===== src/rtl/pc_sequencer.sv =====
// Fetch/decode/execute/advance sequencer driving the program counter's halt/load controls.
// Optional `DEBUG_STEP_EN adds a STEP_WAIT state gated by dbg_step after each instruction.
module pc_sequencer #(
  parameter int PC_WIDTH    = 8,
  parameter int IR_WIDTH    = 16,
  parameter int MEM_TIMEOUT = 15
) (
  input  logic                clk,
  input  logic                reset,
  output logic                imem_req,
  input  logic                imem_ready,
  input  logic [IR_WIDTH-1:0] imem_rdata,
  output logic [IR_WIDTH-1:0] ir_out,
  output logic                ir_valid,
  input  logic                dec_is_mem,
  input  logic                dec_is_halt,
  input  logic                dec_br_taken,
  input  logic [PC_WIDTH-1:0] dec_target,
  output logic                mem_start,
  input  logic                mem_done,
  input  logic                resume,
  output logic                pc_halt,
  output logic                pc_load_en,
  output logic [PC_WIDTH-1:0] pc_load_val,
  output logic                halted,
  output logic                fault,
  output logic [2:0]          state_dbg,
  input  logic                dbg_step
);
  typedef enum logic [2:0] {
    FETCH = 3'd0, DECODE = 3'd1, EXECUTE = 3'd2,
    ADVANCE = 3'd3, HALTED = 3'd4, STEP_WAIT = 3'd5
  } state_t;

  localparam int CW = $clog2(MEM_TIMEOUT + 1);

  state_t                state;
  logic                  is_mem_q;
  logic                  br_q;
  logic [PC_WIDTH-1:0]   target_q;
  logic [CW-1:0]         wait_cnt;

  assign imem_req  = (state == FETCH);
  assign ir_valid  = (state == DECODE);
  assign halted    = (state == HALTED);
  assign state_dbg = state;

`ifndef DEBUG_STEP_EN
  logic unused_dbg_step;
  assign unused_dbg_step = dbg_step;
`endif

  always_ff @(posedge clk) begin
    if (reset) begin
      state       <= FETCH;
      ir_out      <= '0;
      fault       <= 1'b0;
      is_mem_q    <= 1'b0;
      br_q        <= 1'b0;
      target_q    <= '0;
      wait_cnt    <= '0;
      mem_start   <= 1'b0;
      pc_halt     <= 1'b1;
      pc_load_en  <= 1'b0;
      pc_load_val <= '0;
    end else begin
      // PC controls are only released for the single cycle spent in ADVANCE
      mem_start   <= 1'b0;
      pc_halt     <= 1'b1;
      pc_load_en  <= 1'b0;
      pc_load_val <= '0;
      case (state)
        FETCH: if (imem_ready) begin
          ir_out <= imem_rdata;
          state  <= DECODE;
        end
        DECODE: begin
          wait_cnt <= '0;
          if (dec_is_halt) begin
            is_mem_q <= 1'b0;
            br_q     <= 1'b0;
            target_q <= '0;
            state    <= HALTED;
          end else begin
            is_mem_q  <= dec_is_mem;
            br_q      <= dec_br_taken;
            target_q  <= dec_target;
            mem_start <= dec_is_mem;
            state     <= EXECUTE;
          end
        end
        EXECUTE: begin
          if (!is_mem_q || mem_done) begin
            pc_halt     <= 1'b0;
            pc_load_en  <= br_q;
            pc_load_val <= br_q ? target_q : '0;
            state       <= ADVANCE;
          end else if (wait_cnt == CW'(MEM_TIMEOUT - 1)) begin
            fault    <= 1'b1;
            br_q     <= 1'b0;
            target_q <= '0;
            state    <= HALTED;
          end else begin
            wait_cnt <= wait_cnt + 1'b1;
          end
        end
`ifdef DEBUG_STEP_EN
        ADVANCE:   state <= STEP_WAIT;
        STEP_WAIT: if (dbg_step) state <= FETCH;
`else
        ADVANCE:   state <= FETCH;
        STEP_WAIT: state <= FETCH;
`endif
        // branch state was cleared on entry, so resume always yields PC+1
        HALTED: if (resume && !fault) begin
          pc_halt <= 1'b0;
          state   <= ADVANCE;
        end
        default: state <= FETCH;
      endcase
    end
  end
endmodule


===== config.mk =====
export PLATFORM = sky130hd
export DESIGN_NAME = pc_sequencer
export DESIGN_NICKNAME = d
export VERILOG_FILES = /design/src/rtl/pc_sequencer.sv
export SDC_FILE = /design/constraint.sdc
export NUM_CORES = 1
export LEC_CHECK = 0
export ABC_AREA = 1
export BUFFER_PORTS_ARGS = -buffer_cell sky130_fd_sc_hd__buf_4
export CORE_MARGIN = 2
export CORE_UTILIZATION = 46
export CTS_BUF_LIST = sky130_fd_sc_hd__clkbuf_8
export DETAILED_ROUTE_END_ITERATION = 6
export PLACE_DENSITY = 0.78
export SYNTH_ARGS = -nofsm -noshare
export SYNTH_HDL_FRONTEND = slang
export SYNTH_SLANG_ARGS = --single-unit

===== constraint.sdc =====
create_clock -name clk -period 1.3 [get_ports clk]
set_input_delay 0.26 -clock clk [delete_from_list [all_inputs] [get_ports clk]]
set_output_delay 0.26 -clock clk [all_outputs]
set_load 0.02 [all_outputs]

# ---- Word-level counts from Yosys, hierarchy flattened
# Index checks and enable logic that the tools add are counted.
dict set report classes {
  n_addsub 1
  n_eq_ne 10
  n_mux 21
  bitwise 4
  reduce_logical 14
}
# op n
set ops {}
lappend ops {{$mux 8} 3}
lappend ops {{$pmux 8 s2} 1}
lappend ops {{$mux 3} 5}
lappend ops {{$pmux 3 s4} 1}
lappend ops {{$reduce_and 3->1} 4}
lappend ops {{$mux 4} 2}
lappend ops {{$pmux 4 s2} 1}
lappend ops {{$mux 1} 6}
lappend ops {{$ne 2x2->1 const B} 3}
lappend ops {{$add 4x1->4 const B} 1}
lappend ops {{$eq 4x4->1 const B} 1}
lappend ops {{$ne 2x1->1 const B} 2}
lappend ops {{$not 1->1} 4}
lappend ops {{$pmux 1 s2} 2}
lappend ops {{$reduce_or 4->1} 1}
lappend ops {{$eq 3x1->1 const B} 1}
lappend ops {{$eq 3x2->1 const B} 1}
lappend ops {{$eq 3x3->1 const B} 1}
lappend ops {{$logic_not 3->1} 1}
lappend ops {{$ne 3x3->1 const B} 1}
lappend ops {{$reduce_or 3->1} 1}
lappend ops {{$logic_not 1->1} 2}
lappend ops {{$reduce_and 2->1} 1}
lappend ops {{$reduce_bool 2->1} 1}
lappend ops {{other kinds (3)} 3}
dict set report word_totals {
  register_bits 45
  input_bits 33
  wordCells 61
}

# ---- Logic depth before layout (Yosys ltp)
# Gate-level depths: netlist (run 1).
dict set report logic_depth {
  ltp_word 4
  mapped_depth 8
}

# ---- Worst setup path after synthesis (run 1)
# Ideal clock, no wire load.
dict set report synth_timing {
  kind {register to register}
  start {reg state[2] (netlist: state_dbg[2])}
  end {reg wait_cnt[3]}
  setup_ns 0.070
  arrival_ns 1.266
  slack_ns -0.037
  path_stages_with_launch 7
  path_buffers 0
  synth_period_minus_slack_ns 1.337
  cell_sequence {dfxtp_1 > nor2_1 > nand2_1 > inv_1 > nor2_2 > nand2_1 > a21oi_1}
}
dict set report synth_between {
  elab_chain_len 3
}
# element line_no
set synth_lines {}
lappend synth_lines {{start, declared} 37} ;# state_t state;
lappend synth_lines {{start signal, assigned} 55} ;# state <= FETCH;
lappend synth_lines {{start signal, assigned} 75} ;# state <= DECODE;
lappend synth_lines {{start signal, assigned} 83} ;# state <= HALTED;
lappend synth_lines {{$eq 3x1->1 *} --}
lappend synth_lines {{via ir_valid} 14} ;# output logic ir_valid,
lappend synth_lines {{$reduce_bool 2->1 (no line)} --}
lappend synth_lines {{$reduce_and 3->1 (no line)} --}
lappend synth_lines {{end signal, assigned} 104} ;# wait_cnt <= wait_cnt + 1'b1;
lappend synth_lines {{end, declared} 41} ;# logic [CW-1:0] wait_cnt;
# The timed path passes the listed nets; every way through them passes the cells marked *.
# A chain may end at the register's enable or synchronous reset.

# ---- Worst setup path in the final report (run 1)
dict set report layout_timing {
  start {reg state[2] (netlist: state_dbg[2])}
  end {out imem_req}
}
dict set report layout_between {
  elab_chain_len 1
}
# element line_no
set layout_lines {}
lappend layout_lines {{$logic_not 3->1} 43} ;# assign imem_req = (state == FETCH);
lappend layout_lines {{end, declared} 10} ;# output logic imem_req,
# Every way passes these cells.

==> impl_results.md, run 1 <==
- Status: finished, violations left
- Failing checks: negative setup slack
- Clock transition at path regs: 0.09 ns
- Biggest area consumer among synthesized cells: dfxtp_1
- Final instance area: 2940 um^2
- Final ANT Viol Nets: 0
- CTS tree: done
- Synth Area in XOR/XNOR: 0.00952
- CTS Sinks: 45
- Top_reg_cell synth: dfxtp_1
- WL met1: 2200 um
- Mux cell area share after synthesis: 0
- Crit share post-route: 1.05
- Simple-Gate Fraction of Synth Area: 0.328
- Max-cap violations: 0
- H-tree depth: 2
- Distinct cell type count after synthesis: 21
- DR iter-0 viols: 120
- Worst Path Arrival: 1.11 ns
- RR Endpoint: ir_out[1]
- Final WS setup: -0.0696 ns
- Via count: 2011
- Mean Syn Cell Area: 7.39 um^2
- Setup tns final: -0.306 ns
- Synth top cells by count: 46 x nand2_1, 45 x dfxtp_1, 44 x nor2_1, 36 x nand3_1, 29 x inv_1
- Vias in the first global route: 1844
- Core area: 3740 um^2
- DIE AREA: 4520 um^2
- Hold Path Class: input port to flop
- Mapped Cells: 249
- Pwr Total: 3.52 mW
- Chip height: 67.3 um
- Fin. Hold Viols: 0
- Power Dens Cells: 1200 nW/um^2
- Area share of fa/ha/maj cells after synthesis: 0.0136
- Synthesized flop and latch total: 45
- Internal reg-to-reg setup slack: -0.02 ns
- Root Buffer: clkbuf_8
- Number of antenna diodes: 0
- Unrepaired setup endpoints after global routing: yes
- Remaining DRCs: 0
- Ys Warns: 0
- Max Fclk: 730 MHz
- Pins Over Slew Limit: 0
- Hold_sp: imem_rdata[4]
- Sequential area share after synthesis: 0.489
- Slew headroom: 0.788
- GRT Resource Usage Total: 0.238
- Top cell type's share of synthesized area: 0.489
- Via density: 5.12
- Worst setup path class: flop to output pin
- Wire per inst: 14.5 um
- Final net count: 379
- Most common cell in the netlist: nand2_1
- Largest cells by area after synthesis: dfxtp_1 49%, nand3_1 9.8%, nand2_1 9.4%
- Final min period: 1.37 ns
- R2R cell count: 6
- Metal3 WL: 368 um
- EDFF count, synth: 0
- Clock skew: 0.00579 ns
- 1st-pass router iterations: 4
- Largest family of logic cells by synthesized area: simple AND/OR/NAND/NOR gates
- Setup crit end kind: output pin
- Leakage: 1.40 nW
- Max clock buf depth: 2
- FP Rows: 22
- DRT Wirelength: 5680 um
- Syn Nets: 284
- Required @ worst endpoint: 1.04 ns
- Worst-Margin Slew: 0.318 ns
- Pin count of the biggest net entering global routing: 26
- Syn-to-layout area delta: 59.9%
- Routability cong.: 0.858
- Max IR drop VDD: 0.961 mV
- Post-Place Setup Slack: -0.0588 ns
- I/O Buffers: 65
- Synth async-reset ratio: 0
- Synth Area in Compound Gates: 0.0680
- Top Metal Used: met4
- Top Ports: 67
- Initial Utilization: 0.492
- WHS Path Cells: 3
- Clk_lat worst skew: 0.30 ns
- Placed cell area: 2440 um^2
- FF-to-FF Start: state_dbg[2]
- Maximum fanout along the worst path: 5
- First-pass GRT wire length: 8140 um
- Met2 Wirelength: 2980 um
- Total gr overflow: 0
- Setup violators final: 13
- Die Wd: 67.3 um
- Startpoint types: flop
- Antenna violations before repair: 0
- Worst Hold End: ir_out[4]
- TritonCTS buffer count: 5
- Syn Std Cell Area: 1840 um^2
- Share of layout cells above drive strength 1: 0.449
- HPWL Detailed: 3140 um
[sequential cells by signal, indices dropped and copies added, names as in the netlist]
register and flops:
ir_out 16, pc_load_val 8, target_q 8, wait_cnt 4, state_dbg 3, br_q 1
fault 1, is_mem_q 1, mem_start 1, pc_halt 1, pc_load_en 1
[worst max-delay path by stage]
stage / from / cells past startpoint / slack [ns] / end
2_1_floorplan: state_dbg[0] / 7 / 0.03 / ir_out[1]
3_3_place_gp: wait_cnt[0] / 7 / 0.01 / br_q
3_5_place_dp: wait_cnt[0] / 7 / -0.06 / br_q
4_1_cts: state_dbg[1] / 4 / -0.07 / imem_req
5_1_grt: state_dbg[1] / 7 / -0.12 / ir_out[1]
6_report: state_dbg[2] / 3 / -0.07 / imem_req
[where the power goes]
group | switching [mW] | leakage [nW] | internal, mW | total, mW
registers | 0.0549 | 0.370 | 1.48 | 1.54
logic | 0.613 | 0.985 | 0.505 | 1.12
clock network | 0.494 | 0.0439 | 0.372 | 0.865
[kinds of logic (layout without fill, tap and decap cells)]
family,count (synthesis),after routing
AO/OA/AOI/OAI,25,25
XOR/XNOR,2,2
adder cells (fa/ha/maj),2,2
buffers and inverters,39,133
flip-flops,45,45
AND/OR/NAND/NOR,136,138
[layer usage]
layer / global-route usage / vias up
li1: - / 975
met1: 0.277 / 941
met2: 0.420 / 81
met3: 0.0633 / 14
met4: 0.0816 / 0
met5: 0 / -
[repair_timing]
item                                   in CTS  in global routing
setup endpoints to repair                  17                 45
hold buffers                                0                  0
pin swaps                                   7                 17
endpoints found under the hold margin       0                  0
gates cloned                                1                  1
buffers inserted                            9                  7
resized for setup                          26                 45
[per-stage QoR]
step / util / instances / hold WS, ns
floorplan: - / 249 / 0.416
global placement: 0.652 / 367 / 0.424
detailed placement: 0.652 / 367 / 0.430
CTS: 0.720 / 385 / 0.227
global route: 0.786 / 393 / 0.232
finish: 0.786 / 393 / 0.231
[critical path, cell delays in order, from the launching register on]
cell,delay (ns)
dfxtp_4,0.37
buf_4,0.17
nor2_4,0.14
buf_6,0.13
[cell type report]
cell class	count	area, um^2
multi-input combinational	167	1000
clock inverter	3	17.5
fill	270	801
sequential	45	915
timing repair buffer	95	763
inverter	30	115
tap	48	60.1
clock buffer	5	68.8
[cell usage in the layout (no fill, tap or decap), types with 2 or more instances in the layout]
cell type | netlist | layout
a21oi_1 | 23 | 20
a21oi_2 | 0 | 3
buf_4 | 0 | 84
buf_6 | 2 | 10
clkbuf_8 | 0 | 5
clkinv_2 | 0 | 2
dfxtp_1 | 45 | 40
dfxtp_2 | 0 | 2
dfxtp_4 | 0 | 3
inv_1 | 29 | 24
inv_2 | 1 | 5
nand2_1 | 46 | 38
nand2_2 | 1 | 6
nand2_4 | 1 | 4
nand3_1 | 36 | 26
nand3_2 | 1 | 7
nand3_4 | 0 | 5
nor2_1 | 44 | 36
nor2_2 | 3 | 4
nor2_4 | 3 | 10
o21ai_1 | 0 | 2
Power figures use the tool's default switching activity.
==> inputs of run 2 (changes only) <==
--- a/config.mk
+++ b/config.mk
@@ -7,7 +7,7 @@
 export LEC_CHECK = 0
 export ABC_AREA = 1
 export BUFFER_PORTS_ARGS = -buffer_cell sky130_fd_sc_hd__buf_4
-export CORE_MARGIN = 2
+export CORE_MARGIN = 1.5
 export CORE_UTILIZATION = 46
 export CTS_BUF_LIST = sky130_fd_sc_hd__clkbuf_8
 export DETAILED_ROUTE_END_ITERATION = 6
==> run 2 against run 1 <==
The run still ends with negative setup slack left. Core utilization down 3.3 points. Clock skew up 0.0021 ns. Sequential share of layout area up 1.3 points. Register-to-register slack about the same. Non-clock buffer count down 13. Combinational power down 8%. Via count down 6.2%. Total power up 2.8%. Worst hold slack worse by 0.011 ns.
==> impl_results.md, run 2 (synthesis results as in run 1) <==
- Required @ worst endpoint: 1.04 ns
- Antenna violations before repair: 0
- Clk_lat worst skew: 0.31 ns
- Clock transition at path regs: 0.09 ns
- Initial Utilization: 0.492
- Worst setup path class: flop to output pin
- Max IR drop VDD: 1.04 mV
- Power Dens Cells: 1280 nW/um^2
- WL met1: 2080 um
- Top Metal Used: met4
- Setup tns final: -0.204 ns
- Final ANT Viol Nets: 0
- Commonest cells after routing, fill and taps aside: 76 x buf_4, 40 x dfxtp_1, 39 x nand2_1
- Final WS setup: -0.0776 ns
- Startpoint types: flop
- Crit share post-route: 1.06
- Via count: 1887
- Wire per inst: 13.3 um
- Most common cell after layout, fill and taps aside: buf_4
- GRT Resource Usage Total: 0.228
- Status: finished, violations left
- CTS tree: done
- Routability cong.: 0.862
- Pin count of the biggest net entering global routing: 26
- Unrepaired setup endpoints after global routing: yes
- Maximum fanout along the worst path: 3
- Worst Path Arrival: 1.12 ns
- Max Fclk: 726 MHz
- First-pass GRT wire length: 7640 um
- Total gr overflow: 0
- Remaining DRCs: 0
- Setup crit end kind: output pin
- Root Buffer: clkbuf_8
- Failing checks: negative setup slack
- Final net count: 365
- Post-Place Setup Slack: -0.0437 ns
- Max clock buf depth: 2
- Share of layout cells above drive strength 1: 0.411
- CTS Sinks: 45
- FP Rows: 22
- DIE AREA: 4390 um^2
- DRT Wirelength: 5060 um
- Worst-Margin Slew: 0.264 ns
- Final min period: 1.38 ns
- Pins Over Slew Limit: 0
- Core area: 3740 um^2
- Hold Path Class: input port to flop
- Max-cap violations: 0
- H-tree depth: 2
- Number of antenna diodes: 0
- # hold bufs at CTS: 0
- Met2 Wirelength: 2480 um
- I/O Buffers: 65
- Biggest regs: ir_out: 16 flops, pc_load_val: 8 flops, target_q: 8 flops
- Clock skew: 0.00789 ns
- WHS Path Cells: 3
- Fin. Hold Viols: 0
- TritonCTS buffer count: 5
- 1st-pass router iterations: 4
- Leakage: 1.35 nW
- Setup violators final: 4
- Via density: 4.98
- DR iter-0 viols: 97
- HPWL Detailed: 3120 um
- R2R cell count: 8
- Syn-to-layout area delta: 53.2%
- Die Wd: 66.3 um
- Chip height: 66.3 um
- Metal3 WL: 349 um
- Slew headroom: 0.824
- Vias in the first global route: 1793
- Max reg flops: 16
- Top reg by flops: ir_out
- Top Ports: 67
==> run 2: changes by cell type in the layout (fill, tap and decap cells not counted), moves of 3 or more <==
| cell | change |
|---|---|
| buf_6 | -5 |
| nand3_2 | +3 |
| nand2_2 | -3 |
| buf_4 | -8 |
==> run 2: critical path, cell delays in order, from the launching register on <==
cell	delay [ns]
dfxtp_4	0.37
nor2_4	0.12
buf_6	0.12
nand2_4	0.05
inv_2	0.05
buf_6	0.10
==> run 2: through the flow <==
| step | power (mW) | area, um^2 | std cells | hold slack, ns | util |
|---|---|---|---|---|---|
| finish | 3.62 | 2820 | 379 | 0.220 | 0.753 |
| global route | 3.79 | 2820 | 379 | 0.209 | 0.753 |
| CTS | 3.50 | 2650 | 377 | 0.221 | 0.708 |
| detailed placement | 2.39 | 2440 | 365 | 0.433 | 0.652 |
| global placement | 2.37 | 2440 | 365 | 0.425 | 0.652 |
| floorplan | 2.07 | 1840 | 249 | 0.416 | - |
==> run 2: layout make-up <==
type	instances	area, um^2
Tap cell	48	60.1
Inverter	30	113
Sequential cell	45	912
Timing Repair Buffer	82	647
Clock inverter	3	42.5
Clock buffer	5	68.8
Multi-Input combinational cell	166	976
Fill cell	296	925
==> run 2: per-layer routing <==
| layer | vias to the layer above | track usage |
|---|---|---|
| met1 | 855 | 0.267 |
| met3 | 14 | 0.0801 |
| met2 | 70 | 0.390 |
| met4 | 0 | 0.0663 |
| met5 | - | 0 |
| li1 | 948 | - |
==> run 2: final timing paths <==
kind                   from        endpoint  slack [ns]
max reg2reg     wait_cnt[0]     target_q[0]       -0.01
min reg2reg     target_q[5]  pc_load_val[5]        0.46
max            state_dbg[0]          halted       -0.08
min          imem_rdata[15]      ir_out[15]        0.22
==> run 2: what timing repair did <==
item                                    CTS  global route
endpoints found under the setup margin   16            40
resized for setup                        19            39
gates cloned                              1             0
setup buffers                             3             2
pin swaps                                 4            11
==> run 2: where the power goes <==
part / switching (mW) / leakage, nW / internal (mW)
logic: 0.572 / 0.919 / 0.455
clock network: 0.484 / 0.0595 / 0.569
registers: 0.0538 / 0.370 / 1.48
==> inputs of run 3 (changes only) <==
--- a/config.mk
+++ b/config.mk
@@ -9,7 +9,7 @@
 export BUFFER_PORTS_ARGS = -buffer_cell sky130_fd_sc_hd__buf_4
 export CORE_MARGIN = 1.5
 export CORE_UTILIZATION = 46
-export CTS_BUF_LIST = sky130_fd_sc_hd__clkbuf_8
+export CTS_BUF_LIST = sky130_fd_sc_hd__clkbuf_2
 export DETAILED_ROUTE_END_ITERATION = 6
 export PLACE_DENSITY = 0.78
 export SYNTH_ARGS = -nofsm -noshare
==> run 3 against run 2 <==
The flow still finishes with violations (negative setup slack). Critical path depth shrank 1. Sequential cell count is the same. Cell count grew 3.2%. Worst setup slack lost 0.22 ns. Clock-buffer cell count grew 1.
==> impl_results.md, run 3 (synthesis results as in run 1) <==
- Status: finished, violations left
- Failing checks: negative setup slack
- HPWL Detailed: 3120 um
- CTS tree: done
- Via count: 2043
- DRT Wirelength: 5880 um
- Die Wd: 66.3 um
- Pin count of the biggest net entering global routing: 26
- Levels on crit path: 4
- Slew headroom: 0.814
- TritonCTS buffer count: 5
- First-pass GRT wire length: 7760 um
- Routability cong.: 0.862
- Initial Utilization: 0.492
- Number of antenna diodes: 0
- Max-cap violations: 0
- Most used cell, CP: nor2_4
- Final WS setup: -0.293 ns
- Max Fclk: 628 MHz
- Final ANT Viol Nets: 0
- GR peak layer: met2
- WHS Path Cells: 3
- # hold bufs at CTS: 0
- Clk_lat worst skew: 0.45 ns
- DIE AREA: 4390 um^2
- Internal reg-to-reg setup slack: -0.11 ns
- 1st-pass router iterations: 5
- Setup violators final: 36
- Top reg by flops: ir_out
- Startpoint types: flop
- Required @ worst endpoint: 1.04 ns
- Worst-Margin Slew: 0.278 ns
- Final min period: 1.59 ns
- Top Ports: 67
- Vias in the first global route: 1792
- Leakage: 1.39 nW
- DR iter-0 viols: 115
- Met1 Usage GRT: 0.266
- H-tree depth: 2
- CP delay by family, top: flip-flops
- Largest incremental delay on the critical path: 0.42 ns
- Via density: 5.23
- Max IR drop VDD: 0.966 mV
- Clock skew: 0.0167 ns
- Unrepaired setup endpoints after global routing: yes
- Max clock buf depth: 2
- Remaining DRCs: 0
- Maximum fanout along the worst path: 3
- FP Rows: 22
- Met2 usage: 0.401
- Worst setup path class: flop to output pin
- Power Dens Cells: 1190 nW/um^2
- Core area: 3740 um^2
- Setup crit end kind: output pin
- Most common cell after layout, fill and taps aside: buf_4
- Clock transition at path regs: 0.24 ns
- Worst Path Buf+Inv: 2
- Final instance area: 2960 um^2
- Worst Path Arrival: 1.33 ns
- Share of layout cells above drive strength 1: 0.464
- Wire per inst: 15.0 um
- Dpl cells: 365
- Max reg flops: 16
- GRT Resource Usage Total: 0.231
- Pins Over Slew Limit: 0
- Hold slack final: 0.0429 ns
- I/O Buffers: 65
- Root Buffer: clkbuf_2
- Final net count: 377
- Critical Path, Cell by Cell: nor2_4, inv_2, nor2_4, buf_6
- Placed cell area: 2440 um^2
- Fin. Hold Viols: 0
- Biggest regs: ir_out: 16 flops, pc_load_val: 8 flops, target_q: 8 flops
- Pwr Total: 3.53 mW
- R2R cell count: 9
- CTS Sinks: 45
- Fin cells: 391
- Commonest cells after routing, fill and taps aside: 80 x buf_4, 37 x nand2_1, 37 x dfxtp_1
- Syn-to-layout area delta: 60.8%
- Post-layout util: 0.790
- Total gr overflow: 0
- Crit share post-route: 1.23
- Chip height: 66.3 um
- Grt met3 use: 0.0733
- Hold Path Class: input port to flop
- Antenna violations before repair: 0
- Slowest-stage cell, CP: dfxtp_4
## run 3: cell types whose count changed in the layout (fill, tap and decap cells not counted), moves of 5 or more
cell,change
buf_6,+5
nor2_1,-5
clkbuf_2,+6
clkbuf_8,-5
## run 3: worst paths after layout
path | startpoint | end
max | state_dbg[0] | imem_req
min | imem_rdata[3] | ir_out[3]
max reg2reg | wait_cnt[0] | target_q[3]
min reg2reg | target_q[5] | pc_load_val[5]
## run 3: where the power goes
part / leakage, nW / switching, mW / internal, mW / total (mW)
Combinational: 0.978 / 0.628 / 0.532 / 1.16
Sequential: 0.371 / 0.0572 / 1.49 / 1.54
Clock: 0.0432 / 0.491 / 0.337 / 0.829
## run 3: stage by stage
step,setup TNS (ns),setup WS (ns)
after floorplan,0,0.0279
after global placement,0,0.00337
after detailed placement,-0.182,-0.0437
after CTS,-4.18,-0.207
after global routing,-4.55,-0.320
final,-2.87,-0.293
## run 3: final cells by class
class,count,area (um^2)
Multi-Input combinational cell,166,1010
Sequential cell,45,918
Timing Repair Buffer,94,793
Fill cell,264,785
Inverter,30,113
Tap cell,48,60.1
Clock inverter,2,38.8
Clock buffer,6,30.0
## run 3: worst reg2reg max path, delay by kind of cell (launching register included)
family,cells,cell delay (ns)
AND/OR/NAND/NOR,6,0.65
flip-flops,1,0.39
buffers and inverters,2,0.19
adder cells (fa/ha/maj),1,0.13
## run 3: repair_timing
action                     CTS  global route
setup buffers                7            10
resized for setup           17            62
setup endpoints to repair   16            44
gates cloned                 1             0
pin swaps                    2            16
## run 3: metal layers
metal	wire [um]	vias up
li1	-	978
met1	2220	942
met2	3040	102
met3	429	21
met4	194	0
met5	0	-
